===== config.mk =====
export PLATFORM = sky130hd
export DESIGN_NAME = glitc_debug_sel_ctrl
export DESIGN_NICKNAME = d
export VERILOG_FILES = /design/src/rtl/glitc_debug_sel_ctrl.sv
export SDC_FILE = /design/constraint.sdc
export NUM_CORES = 1
export LEC_CHECK = 0
export ABC_CLOCK_PERIOD_IN_PS = 2460
export BUFFER_PORTS_ARGS = -buffer_cell sky130_fd_sc_hd__buf_2
export CORE_MARGIN = 4
export CORE_UTILIZATION = 45
export DETAILED_ROUTE_END_ITERATION = 12
export HOLD_SLACK_MARGIN = 0.15
export PLACE_DENSITY = 0.66
export SYNTH_ARGS = -nofsm -noshare
export SYNTH_HDL_FRONTEND = slang
export SYNTH_SLANG_ARGS = --single-unit
export TNS_END_PERCENT = 20

===== constraint.sdc =====
create_clock -name clk_i -period 2.46 [get_ports clk_i]
set_input_delay 0.123 -clock clk_i [delete_from_list [all_inputs] [get_ports clk_i]]
set_output_delay 0.123 -clock clk_i [all_outputs]
set_load 0.01 [all_outputs]

===== src/rtl/glitc_debug_sel_ctrl.sv =====
// Select control for the GLITC debug mux: fixed or round-robin source selection,
// with a settle-qualified valid flag so capture ignores the cycles after each switch.
//
// state   | meaning
// --------+-----------------------------------------------------------
// SETTLE  | sel_o recently changed; mux output not yet trusted, valid_o=0
// DWELL   | sel_o stable and settled; in auto mode the dwell timer runs
module glitc_debug_sel_ctrl #(
    parameter int DWELL_WIDTH = 16,
    parameter int SETTLE      = 2
) (
    input  logic        clk_i,
    input  logic        rst_n_i,
    input  logic        cfg_wr_i,
    input  logic [31:0] cfg_dat_i,
    input  logic        hold_i,
    output logic [1:0]  sel_o,
    output logic        valid_o,
    output logic        switch_o,
    output logic [3:0]  status_o
);

    typedef enum logic {
        ST_SETTLE = 1'b0,
        ST_DWELL  = 1'b1
    } state_t;

    localparam logic [3:0] SETTLE_LD = 4'(SETTLE);

    state_t                  state_q, state_d;
    logic [3:0]              settle_q, settle_d;
    logic [DWELL_WIDTH-1:0]  dcnt_q, dcnt_d;
    logic [DWELL_WIDTH-1:0]  dwell_q, dwell_d;
    logic                    auto_q, auto_d;
    logic [3:0]              mask_q, mask_d;
    logic [1:0]              sel_q, sel_d;
    logic                    valid_q, valid_d;
    logic                    switch_q, switch_d;

    logic [1:0]              wr_start;
    logic                    wr_auto;
    logic [3:0]              wr_mask;
    logic [DWELL_WIDTH-1:0]  wr_dwell;
    logic [1:0]              wr_target;
    logic [2:0]              rot_nxt;
    logic [2:0]              wr_nxt;
    logic                    do_settle;
    logic                    unused_cfg;

    // Returns {found, index} of the first enabled source strictly after 'from'.
    function automatic logic [2:0] next_after(input logic [3:0] mask, input logic [1:0] from);
        logic [2:0] r;
        logic [1:0] idx;
        r = {1'b0, from};
        for (int k = 3; k >= 1; k--) begin
            idx = from + 2'(k);
            if (mask[idx]) begin
                r = {1'b1, idx};
            end
        end
        return r;
    endfunction

    // The dwell timer is a down-counter; a dwell of 0 behaves like 1.
    function automatic logic [DWELL_WIDTH-1:0] term_of(input logic [DWELL_WIDTH-1:0] d);
        return (d == '0) ? '0 : d - DWELL_WIDTH'(1);
    endfunction

    assign wr_start   = cfg_dat_i[1:0];
    assign wr_auto    = cfg_dat_i[2];
    assign wr_mask    = cfg_dat_i[7:4];
    assign wr_dwell   = cfg_dat_i[16+DWELL_WIDTH-1:16];
    assign unused_cfg = &{1'b0, cfg_dat_i};

    assign rot_nxt = next_after(mask_q, sel_q);
    assign wr_nxt  = next_after(wr_mask, wr_start);

    always_comb begin
        wr_target = wr_start;
        if (wr_auto) begin
            if (wr_mask == 4'b0000) begin
                wr_target = sel_q;
            end else if (!wr_mask[wr_start]) begin
                wr_target = wr_nxt[1:0];
            end
        end
    end

    always_comb begin
        state_d   = state_q;
        settle_d  = settle_q;
        dcnt_d    = dcnt_q;
        dwell_d   = dwell_q;
        auto_d    = auto_q;
        mask_d    = mask_q;
        sel_d     = sel_q;
        valid_d   = valid_q;
        switch_d  = 1'b0;
        do_settle = 1'b0;

        if (cfg_wr_i) begin
            // A write always wins over a rotation due on the same edge.
            auto_d  = wr_auto;
            mask_d  = wr_mask;
            dwell_d = wr_dwell;
            if (wr_target != sel_q) begin
                sel_d    = wr_target;
                switch_d = 1'b1;
                valid_d  = 1'b0;
                state_d  = ST_SETTLE;
                settle_d = SETTLE_LD;
            end else if (state_q == ST_DWELL) begin
                dcnt_d = term_of(wr_dwell);
            end else begin
                do_settle = 1'b1;
            end
        end else if (state_q == ST_SETTLE) begin
            do_settle = 1'b1;
        end else if (auto_q) begin
            if (dcnt_q != '0) begin
                dcnt_d = dcnt_q - DWELL_WIDTH'(1);
            end else if (!hold_i) begin
                if (rot_nxt[2]) begin
                    sel_d    = rot_nxt[1:0];
                    switch_d = 1'b1;
                    valid_d  = 1'b0;
                    state_d  = ST_SETTLE;
                    settle_d = SETTLE_LD;
                end else begin
                    dcnt_d = term_of(dwell_q);
                end
            end
        end

        // Entering DWELL loads the timer from the dwell in force after this edge.
        if (do_settle) begin
            if (settle_q <= 4'd1) begin
                state_d = ST_DWELL;
                valid_d = 1'b1;
                dcnt_d  = term_of(dwell_d);
            end else begin
                settle_d = settle_q - 4'd1;
            end
        end
    end

    always_ff @(posedge clk_i or negedge rst_n_i) begin
        if (!rst_n_i) begin
            state_q  <= ST_SETTLE;
            settle_q <= SETTLE_LD;
            dcnt_q   <= '0;
            dwell_q  <= '0;
            auto_q   <= 1'b0;
            mask_q   <= 4'b0001;
            sel_q    <= 2'd0;
            valid_q  <= 1'b0;
            switch_q <= 1'b0;
        end else begin
            state_q  <= state_d;
            settle_q <= settle_d;
            dcnt_q   <= dcnt_d;
            dwell_q  <= dwell_d;
            auto_q   <= auto_d;
            mask_q   <= mask_d;
            sel_q    <= sel_d;
            valid_q  <= valid_d;
            switch_q <= switch_d;
        end
    end

    assign sel_o    = sel_q;
    assign valid_o  = valid_q;
    assign switch_o = switch_q;
    assign status_o = {valid_q, auto_q, sel_q};

endmodule


==> metrics.yaml, run 1 <==
power_and_ir_drop:
  power.switching_w: 0.00158
  ir_drop_mv: 0.275
  power_density_mw_per_mm2: 725
  clock_power_share: 0.133
  intPower_w: 0.00199
  p_seq_frac: 0.358
  p_leak_nw: 1.96
  p_sw_frac: 0.442
  power_frac_comb: 0.509
outcome:
  status: "complete, no violations"
routing:
  vias: 4225
  detail_route.wl_per_cell_microns: 17.6
  viasPerCell: 6.09
  drt_iter0_drc: 362
  ant_nets: 0
  drc_errors: 0
  firstDrtPassIters: 5
  routed_wl_microns: 12200
grt:
  grt_max_degree: 31
  antenna_found_initial: 0
  grt.total_usage: 0.242
  grt_overflow_total: 0
  grt_pass1_vias: 4188
  grt_pass1_wl_microns: 20300
min_path:
  hold_end: "dwell_q[3]"
  hold_depth: 2
  hold_path.startpoint: "cfg_dat_i[19]"
  min_path_type: "in2reg"
clock_tree:
  cts_setup_buffers: 0
  cts_tree: "yes"
  clk_pin_slew_ps: 90
  clk_latency_ps: 310
  cts_sinks: 46
  clk_path_buf_depth: 2
  cts_root_buffer: "clkbuf_8"
  cts_made_buffers: 5
  htreeDepth: 2
setup_path:
  startpoint_type: "flip-flop"
  worstSetupEndpointType: "flip-flop"
  cp.arrival_ps: 2610
  cp.required_ps: 2650
  timing.rr.start: "dwell_q[0]"
  worstRegToRegCells: 8
  r2r_slack_ps: 40
  r2r-end: "dcnt_q[15]"
  cp_max_fo: 4
  startpoint: "dwell_q[0]"
  path_class: "reg2reg"
synth:
  synthXorXnorAreaFrac: 0.0847
  synth.cell_area_sq_mm: 0.00403
  synth_top_family_by_area: "simple AND/OR/NAND/NOR gates"
  synth_top_area_cell: "dfrtp_1"
  synth_flop_cell: "dfrtp_1"
  syn_avg_cell_area_sq_um: 7.94
  synth.area.top_cells: "dfrtp_1 (27%), a21oi_1 (4.8%), xnor2_1 (4.8%), nor2_1 (4.3%), o21ai_0 (4.2%)"
  yosys.cell_types.count: 69
  synth-edff-count: 0
  yosys.area_share.simple: 0.261
  synth_commonest_cells: "nor2_1 (46), dfrtp_1 (44), nand2_1 (42), a21oi_1 (39), o21ai_0 (34)"
  synth_warnings: 0
  synthAdderAreaFrac: 0.0217
  yosysMostFrequentCell: "nor2_1"
  synth_top_area_share: 0.273
  synth_fp_nets: 551
  synth_mux_area_frac: 0.0561
  synth_async_sr_flop_share: 1.00
  synth_cells: 508
  synth-seq-cells: 46
  synth_compound_area_frac: 0.236
  ys_seq_area_frac: 0.286
sta:
  hold-worst-slack_ps: 173
  finalSetupViolations: 0
  rsz0062_at_grt: "yes"
  hold_violations: 0
  maxSlewViolCount: 0
  tns_ps: 0
  slew_headroom: 0.657
  min_period_ps: 2420
  period_share: 0.983
  fin_skew_ps: 13.6
  worstMarginPinSlew_ps: 515
  clock.fmax_mhz: 414
final_layout:
  fin_nets: 629
  diodes: 0
  area_growth_pct: 22.1
  drive_gt1_frac: 0.259
flow_run:
  maxCapViolCount: 0
placed_design:
  dp_hpwl_microns: 9300
  place.gp.congestion: 0.952
  port_buffers: 34
floorplan:
  fp.dieW_microns: 103
  start_util: 0.463
  core_area_sq_mm: 0.00872
  fp.dieH_microns: 103
  io_pins: 44
  rows: 34
  dieArea_sq_mm: 0.0105
-- power by group through the flow --
stage                     clock network, W  logic, W  registers [W]
after floorplan                          0   0.00120        0.00120
after global placement                   0   0.00173        0.00126
after detailed placement                 0   0.00176        0.00128
after CTS                         0.000481   0.00177        0.00126
after global routing              0.000511   0.00201        0.00132
final                             0.000475   0.00182        0.00128
-- kinds of logic after synthesis --
kind of cell / Yosys count
AND/OR/NAND/NOR: 197
AO/OA/AOI/OAI: 148
buffers and inverters: 50
flip-flops: 46
XOR/XNOR: 39
multiplexers: 21
adder cells (fa/ha/maj): 7
-- area by class of cell --
| type | instances | area [sq um] |
|---|---|---|
| flip-flops and latches | 46 | 1150 |
| repair buffers | 98 | 701 |
| fillers | 795 | 3790 |
| well taps | 108 | 135 |
| clock buffers | 5 | 68.8 |
| multi-input cells | 412 | 2770 |
| inverters | 23 | 86.3 |
| clock inverters | 2 | 10.0 |
-- timing repair --
item / CTS / global route
hold endpoints to repair: 23 / 0
hold buffers: 5 / 0
gates resized for setup: 4 / 17
endpoints found under the setup margin: 5 / 14
cloned: 0 / 0
pin swaps: 0 / 3
-- worst max-delay path by stage --
stage	endpoint	slack [ps]	cells past startpoint
2_1_floorplan	dcnt_q[3]	2	15
3_3_place_gp	dcnt_q[10]	-8	11
3_5_place_dp	dcnt_q[7]	-70	11
4_1_cts	dcnt_q[12]	20	10
5_1_grt	dcnt_q[15]	-80	8
6_report	dcnt_q[15]	40	8
-- worst max-delay path, stage by stage, from the launching register on --
cell     delay (ps)
dfrtp_1         400
or4_4           540
or3_4           380
nor4b_4         310
xnor2_2         160
nor3_2           50
a21oi_1         120
nor3_1           60
a211o_1         270
-- per-layer routing --
layer,wire [microns],up-vias,track usage
met1,5270,1976,0.312
li1,-,2026,-
met3,830,26,0.0338
met2,5860,197,0.415
met4,284,0,0.0807
met5,0,-,0
-- flip-flops by register name, summed over array words and instances (netlist names) --
name and flops:
dcnt_q 16, dwell_q 16, mask_q 4, settle_q 4, sel_o 2, auto_q 1
state_q 1, switch_o 1, valid_o 1
-- cell usage in the layout, fill, tap and decap left out, types with 8 or more instances in the layout --
master,n
xnor2_1,21
buf_4,56
a21oi_1,39
or3_1,9
o22ai_1,12
nor2_1,46
mux2_2,13
nor3_1,25
inv_1,22
mux2i_1,8
buf_2,34
nand2_1,41
nand3_1,13
xor2_1,16
dfrtp_1,43
nand2b_1,8
o21ai_0,33
-- metrics by stage --
step	utilization	total power [W]	cell area, sq um	setup WS (ps)	cells
after floorplan	-	0.00240	4080	2.15	508
after global placement	0.540	0.00299	4710	-7.78	682
after detailed placement	0.540	0.00304	4710	-66.0	682
after CTS	0.557	0.00352	4850	23.2	694
after global routing	0.565	0.00384	4930	-76.4	694
final	0.565	0.00357	4930	41.8	694
Power figures use the tool's default switching activity.
==> run 2, diff against run 1 <==
--- a/config.mk
+++ b/config.mk
@@ -7,7 +7,6 @@
 export LEC_CHECK = 0
 export ABC_CLOCK_PERIOD_IN_PS = 2460
 export BUFFER_PORTS_ARGS = -buffer_cell sky130_fd_sc_hd__buf_2
-export CORE_MARGIN = 4
 export CORE_UTILIZATION = 45
 export DETAILED_ROUTE_END_ITERATION = 12
 export HOLD_SLACK_MARGIN = 0.15
==> metrics.yaml, run 2 (synthesis results as in run 1) <==
outcome:
  status: "finished with violations"
  failed_checks: "setup timing"
final_layout:
  final_cell_mix: "buf_4 (54), nor2_1 (45), dfrtp_1 (43)"
  fin_nets: 627  # -0.32%
  diodes: 0  # unchanged
  largestRegisters: "dcnt_q x16, dwell_q x16"
  area_growth_pct: 22.1  # about the same
  mostFrequentLayoutCell: "buf_4"
  fillCellCount: 798  # +0.38%
  drive_gt1_frac: 0.253  # -0.00639
sta:
  fin_skew_ps: 11.0  # -2.58 ps
  maxSlewViolCount: 0  # unchanged
  min_period_ps: 2460  # +42.4 ps
  finalSetupViolations: 1  # +1
  hold_violations: 0  # unchanged
  hold-worst-slack_ps: 166  # -6.45 ps
  slew_headroom: 0.652  # -0.00421
  rsz0062_at_grt: "yes"
  fin_ws_ps: -0.592  # -42.4 ps
  period_share: 1.00  # +0.0173
  tns_ps: -0.592  # -0.592 ps
  clock.fmax_mhz: 406  # -1.7%
  worstMarginPinSlew_ps: 520  # +4.39 ps
setup_path:
  cp_top_family: "simple AND/OR/NAND/NOR gates"
  path_class: "reg2reg"
  cp.required_ps: 2700  # +50 ps
  slowest_stage: "or4_4"
  timing.rr.start: "dwell_q[3]"
  crit_buf_inv: 0  # unchanged
  startpoint_type: "flip-flop"
  r2r_slack_ps: -0.6  # -40 ps
  startpoint: "dwell_q[3]"
  worstSetupEndpointType: "flip-flop"
  cpMostUsedCell: "or4_4"
  worstRegToRegCells: 8  # unchanged
  cp_max_fo: 4  # unchanged
  crit_chain: "or4_4 > or3_4 > or4_4 > xor2_2 > nor2_2 > o22ai_2 > a21o_1 > o211ai_2"
  r2r-end: "dcnt_q[9]"
  max_stage_delay_ps: 560  # +20 ps
  cp.arrival_ps: 2700  # +90 ps
clock_tree:
  cts_root_buffer: "clkbuf_8"
  htreeDepth: 2  # unchanged
  clk_path_buf_depth: 2  # unchanged
  cts_sinks: 46  # unchanged
  cts_tree: "yes"
  clk_pin_slew_ps: 100  # about the same
  clk_latency_ps: 310  # about the same
  cts_made_buffers: 5  # unchanged
power_and_ir_drop:
  power.switching_w: 0.00159  # +0.92%
  p_sw_frac: 0.441  # -0.00141
  ir_drop_mv: 0.287  # +4.2%
  power_frac_comb: 0.501  # -0.008
  intPower_w: 0.00202  # +1.5%
  clock_power_share: 0.142  # +0.009
  power_density_mw_per_mm2: 734  # +1.3%
  p_seq_frac: 0.357  # about the same
  p_leak_nw: 1.96  # about the same
floorplan:
  fp.dieW_microns: 96.7  # -5.8%
  start_util: 0.463  # unchanged
  dieArea_sq_mm: 0.00935  # -11%
  core_area_sq_mm: 0.00872  # unchanged
  rows: 34  # unchanged
  io_pins: 44  # unchanged
  fp.dieH_microns: 96.7  # -5.8%
grt:
  grt_pass1_wl_microns: 19800  # -2.6%
  grt_max_degree: 31  # unchanged
  grt.total_usage: 0.258  # +0.0165
  grt_overflow_total: 0  # unchanged
  antenna_found_initial: 0  # unchanged
  grt_pass1_vias: 4087  # -2.4%
routing:
  routed_wl_microns: 12200  # -0.46%
  viasPerCell: 6.12  # +0.48%
  vias: 4239  # +0.33%
  drc_errors: 0  # unchanged
  ant_nets: 0  # unchanged
  firstDrtPassIters: 5  # unchanged
  drt_iter0_drc: 339  # -6.4%
  detail_route.wl_per_cell_microns: 17.6  # -0.31%
placed_design:
  port_buffers: 34  # unchanged
  dp_hpwl_microns: 9270  # -0.32%
  place.gp.congestion: 0.918  # -3.5%
flow_run:
  maxCapViolCount: 0  # unchanged
min_path:
  hold_path.startpoint: "cfg_dat_i[7]"
  hold_depth: 2  # unchanged
  hold_end: "mask_q[3]"
  min_path_type: "in2reg"
## run 2: routing by layer
layer,up-vias,track usage,wire length [microns]
li1,2015,-,-
met1,2033,0.338,5290
met2,163,0.435,5900
met3,28,0.0368,690
met4,0,0.0918,299
met5,-,0,0
## run 2: through the flow
step                      utilization  total power [W]  instances  worst slack (ps)  instance area, sq um
final                           0.565          0.00362        693            -0.592                  4920
after global routing            0.565          0.00387        693              -140                  4920
after CTS                       0.555          0.00356        693            -0.719                  4840
after detailed placement        0.538          0.00303        680             -19.2                  4690
after global placement          0.538          0.00298        680              38.3                  4690
after floorplan                     -          0.00240        508              2.15                  4080
## run 2: power groups by stage
stage	clock network, W	logic (W)	registers, W
2_1_floorplan	0	0.00120	0.00120
3_3_place_gp	0	0.00171	0.00127
3_5_place_dp	0	0.00175	0.00128
5_1_grt	0.000558	0.00199	0.00132
6_report	0.000513	0.00181	0.00129
4_1_cts	0.000528	0.00177	0.00126
## run 2: layout make-up
type	instances	area, sq um	area share
inverter	23	86.3	0.0175
multi-input combinational	412	2770	0.562
timing repair buffer	96	686	0.139
clock inverter	2	12.5	0.00254
sequential	46	1150	0.235
clock buffer	6	82.6	0.0168
tap	108	135	0.0274
## run 2: how the worst max path moves through the flow
stage                       to  slack, ps  depth (start not counted)
finish               dcnt_q[9]       -0.6                          8
global route        dcnt_q[12]       -140                         10
CTS                 dcnt_q[14]       -0.7                         12
detailed placement   dcnt_q[0]        -20                         10
global placement    dcnt_q[15]         40                          8
floorplan            dcnt_q[3]          2                         15
## run 2: repair_timing
| item | 4_1_cts | 5_1_grt |
|---|---|---|
| pin swaps | 0 | 9 |
| gates resized for setup | 2 | 17 |
| endpoints found under the hold margin | 23 | 0 |
| buffers inserted | 0 | 0 |
| endpoints found under the setup margin | 3 | 13 |
| hold buffers | 5 | 0 |
==> run 3, diff against run 2 <==
--- a/config.mk
+++ b/config.mk
@@ -9,6 +9,7 @@
 export BUFFER_PORTS_ARGS = -buffer_cell sky130_fd_sc_hd__buf_2
 export CORE_UTILIZATION = 45
 export DETAILED_ROUTE_END_ITERATION = 12
+export GPL_TIMING_DRIVEN = 0
 export HOLD_SLACK_MARGIN = 0.15
 export PLACE_DENSITY = 0.66
 export SYNTH_ARGS = -nofsm -noshare
==> metrics.yaml, run 3 (synthesis results as in run 1) <==
routing:
  ant_nets: 0  # unchanged
  viasPerCell: 6.32  # +3.3%
  drc_errors: 0  # unchanged
  routed_wl_microns: 13100  # +7.1%
  detail_route.wl_per_cell_microns: 19.3  # +10%
  firstDrtPassIters: 7  # +2
  vias: 4264  # +0.59%
  drt_iter0_drc: 326  # -3.8%
setup_path:
  path_class: "reg2reg"
  crit_buf_inv: 0  # unchanged
  cpMostUsedCell: "or4_4"
  cp.required_ps: 2660  # -40 ps
  slowest_stage: "or4_4"
  crit_chain: "or4_4 > or3_4 > or4_4 > xor2_2 > nor2_2 > o22ai_1 > a21o_1 > o211ai_2"
  startpoint_type: "flip-flop"
  cp.arrival_ps: 2730  # +30 ps
  cp_max_fo: 6  # +2
  max_stage_delay_ps: 560  # about the same
  cp_top_family: "simple AND/OR/NAND/NOR gates"
  worstSetupEndpointType: "flip-flop"
grt:
  grt.total_usage: 0.272  # +0.0138
  grt_overflow_total: 0  # unchanged
  grt_max_degree: 47  # +52%
  grt_pass1_vias: 4113  # +0.64%
  antenna_found_initial: 0  # unchanged
  grt_pass1_wl_microns: 20500  # +3.6%
clock_tree:
  clk_path_buf_depth: 2  # unchanged
  cts_made_buffers: 5  # unchanged
  cts_sinks: 46  # unchanged
  clk_pin_slew_ps: 110  # about the same
  cts_root_buffer: "clkbuf_8"
  clk_latency_ps: 320  # about the same
  htreeDepth: 2  # unchanged
  cts_tree: "yes"
final_layout:
  area_growth_pct: 23.1
  largestRegisters: "dcnt_q x16, dwell_q x16"
  final_util: 0.570  # +0.00488
  fin_nets: 609  # -2.9%
  final_cell_mix: "nor2_1 (46), nand2_1 (40), a21oi_1 (37), dfrtp_1 (37), buf_2 (35)"
  mostFrequentLayoutCell: "nor2_1"
  fillCellCount: 761  # -4.6%
  diodes: 0  # unchanged
  design_area_sq_mm: 0.00497  # +0.86%
  drive_gt1_frac: 0.254  # +0.000977
placed_design:
  place.gp.congestion: 0.936  # +1.9%
  dp_hpwl_microns: 9300  # +0.33%
  placed_area_sq_mm: 0.00437  # -6.9%
  dpl_worst_slack_ps: -972  # -952 ps
  port_buffers: 32  # -5.9%
sta:
  clock.fmax_mhz: 396  # -2.6%
  period_share: 1.03  # +0.0265
  worstMarginPinSlew_ps: 1120  # +598 ps
  maxSlewViolCount: 0  # unchanged
  hold-worst-slack_ps: 158  # -8.28 ps
  fin_skew_ps: 18.7  # +7.66 ps
  slew_headroom: 0.255  # -0.398
  fin_ws_ps: -65.7  # -65.1 ps
  finalSetupViolations: 3  # +2
  rsz0062_at_grt: "yes"
  hold_violations: 0  # unchanged
  min_period_ps: 2530  # +65.1 ps
floorplan:
  fp.dieH_microns: 96.7  # unchanged
  fp.dieW_microns: 96.7  # unchanged
  io_pins: 44  # unchanged
  start_util: 0.463  # unchanged
  dieArea_sq_mm: 0.00935  # unchanged
  rows: 34  # unchanged
  core_area_sq_mm: 0.00872  # unchanged
min_path:
  min_path_type: "in2reg"
power_and_ir_drop:
  ir_drop_mv: 0.303  # +5.4%
  p_leak_nw: 1.89  # -3.6%
  power_density_mw_per_mm2: 768  # +4.6%
  total_power_w: 0.00381  # +5.5%
outcome:
  status: "finished with violations"
  failed_checks: "setup timing"
flow_run:
  maxCapViolCount: 0  # unchanged
## run 3: path summary, 6_finish.rpt
kind | cells after the start | start | endpoint | slack, ps
max in group asynchronous | 2 | rst_n_i | dcnt_q[3] | 1160
worst max register to register | 8 | dwell_q[1] | dcnt_q[9] | -70
worst max-delay path | 8 | dwell_q[1] | dcnt_q[9] | -70
min in group asynchronous | 2 | rst_n_i | mask_q[2] | 560
worst min-delay path | 2 | cfg_dat_i[28] | dwell_q[12] | 160
worst min register to register | 2 | valid_o | valid_o | 530
## run 3: per-layer routing
metal	vias to the layer above	part of all wire	track usage
met5	-	0	0
met4	0	0.029	0.107
met3	36	0.070	0.0477
met2	204	0.49	0.466
met1	2042	0.41	0.340
li1	1982	-	-
## run 3: cell type report
class	instances	area [sq um]	share of cell area
clock buffer	6	72.6	0.0146
timing repair buffer	56	353	0.0710
clock inverter	2	37.5	0.00756
buffer	22	166	0.0335
multi-input combinational	412	2950	0.595
tap	108	135	0.0272
inverter	23	86.3	0.0174
sequential	46	1160	0.234
## run 3: stage by stage
stage	instances	TNS (ps)
after global placement	648	-13210
after floorplan	508	0
after CTS	665	-278
final	675	-143
after detailed placement	648	-13110
after global routing	675	-551
## run 3: where the power goes
group,leakage [nW],switching [W],internal (W)
Sequential,0.546,0.000368,0.000979
Combinational,1.29,0.00105,0.000814
Clock,0.0514,0.000303,0.000304
## run 3: worst register-to-register path, stage by stage, from the launching register on
cell,delay (ps)
dfrtp_1,430
or4_4,560
or3_4,410
or4_4,450
xor2_2,160
nor2_2,50
o22ai_1,120
a21o_1,160
o211ai_2,70
## run 3: timing repair
item / CTS / global route
hold endpoints to repair: 48 / 0
pin swaps: 5 / 19
hold buffers: 5 / 0
setup buffers: 5 / 14
endpoints found under the setup margin: 17 / 18
gates resized for setup: 35 / 34
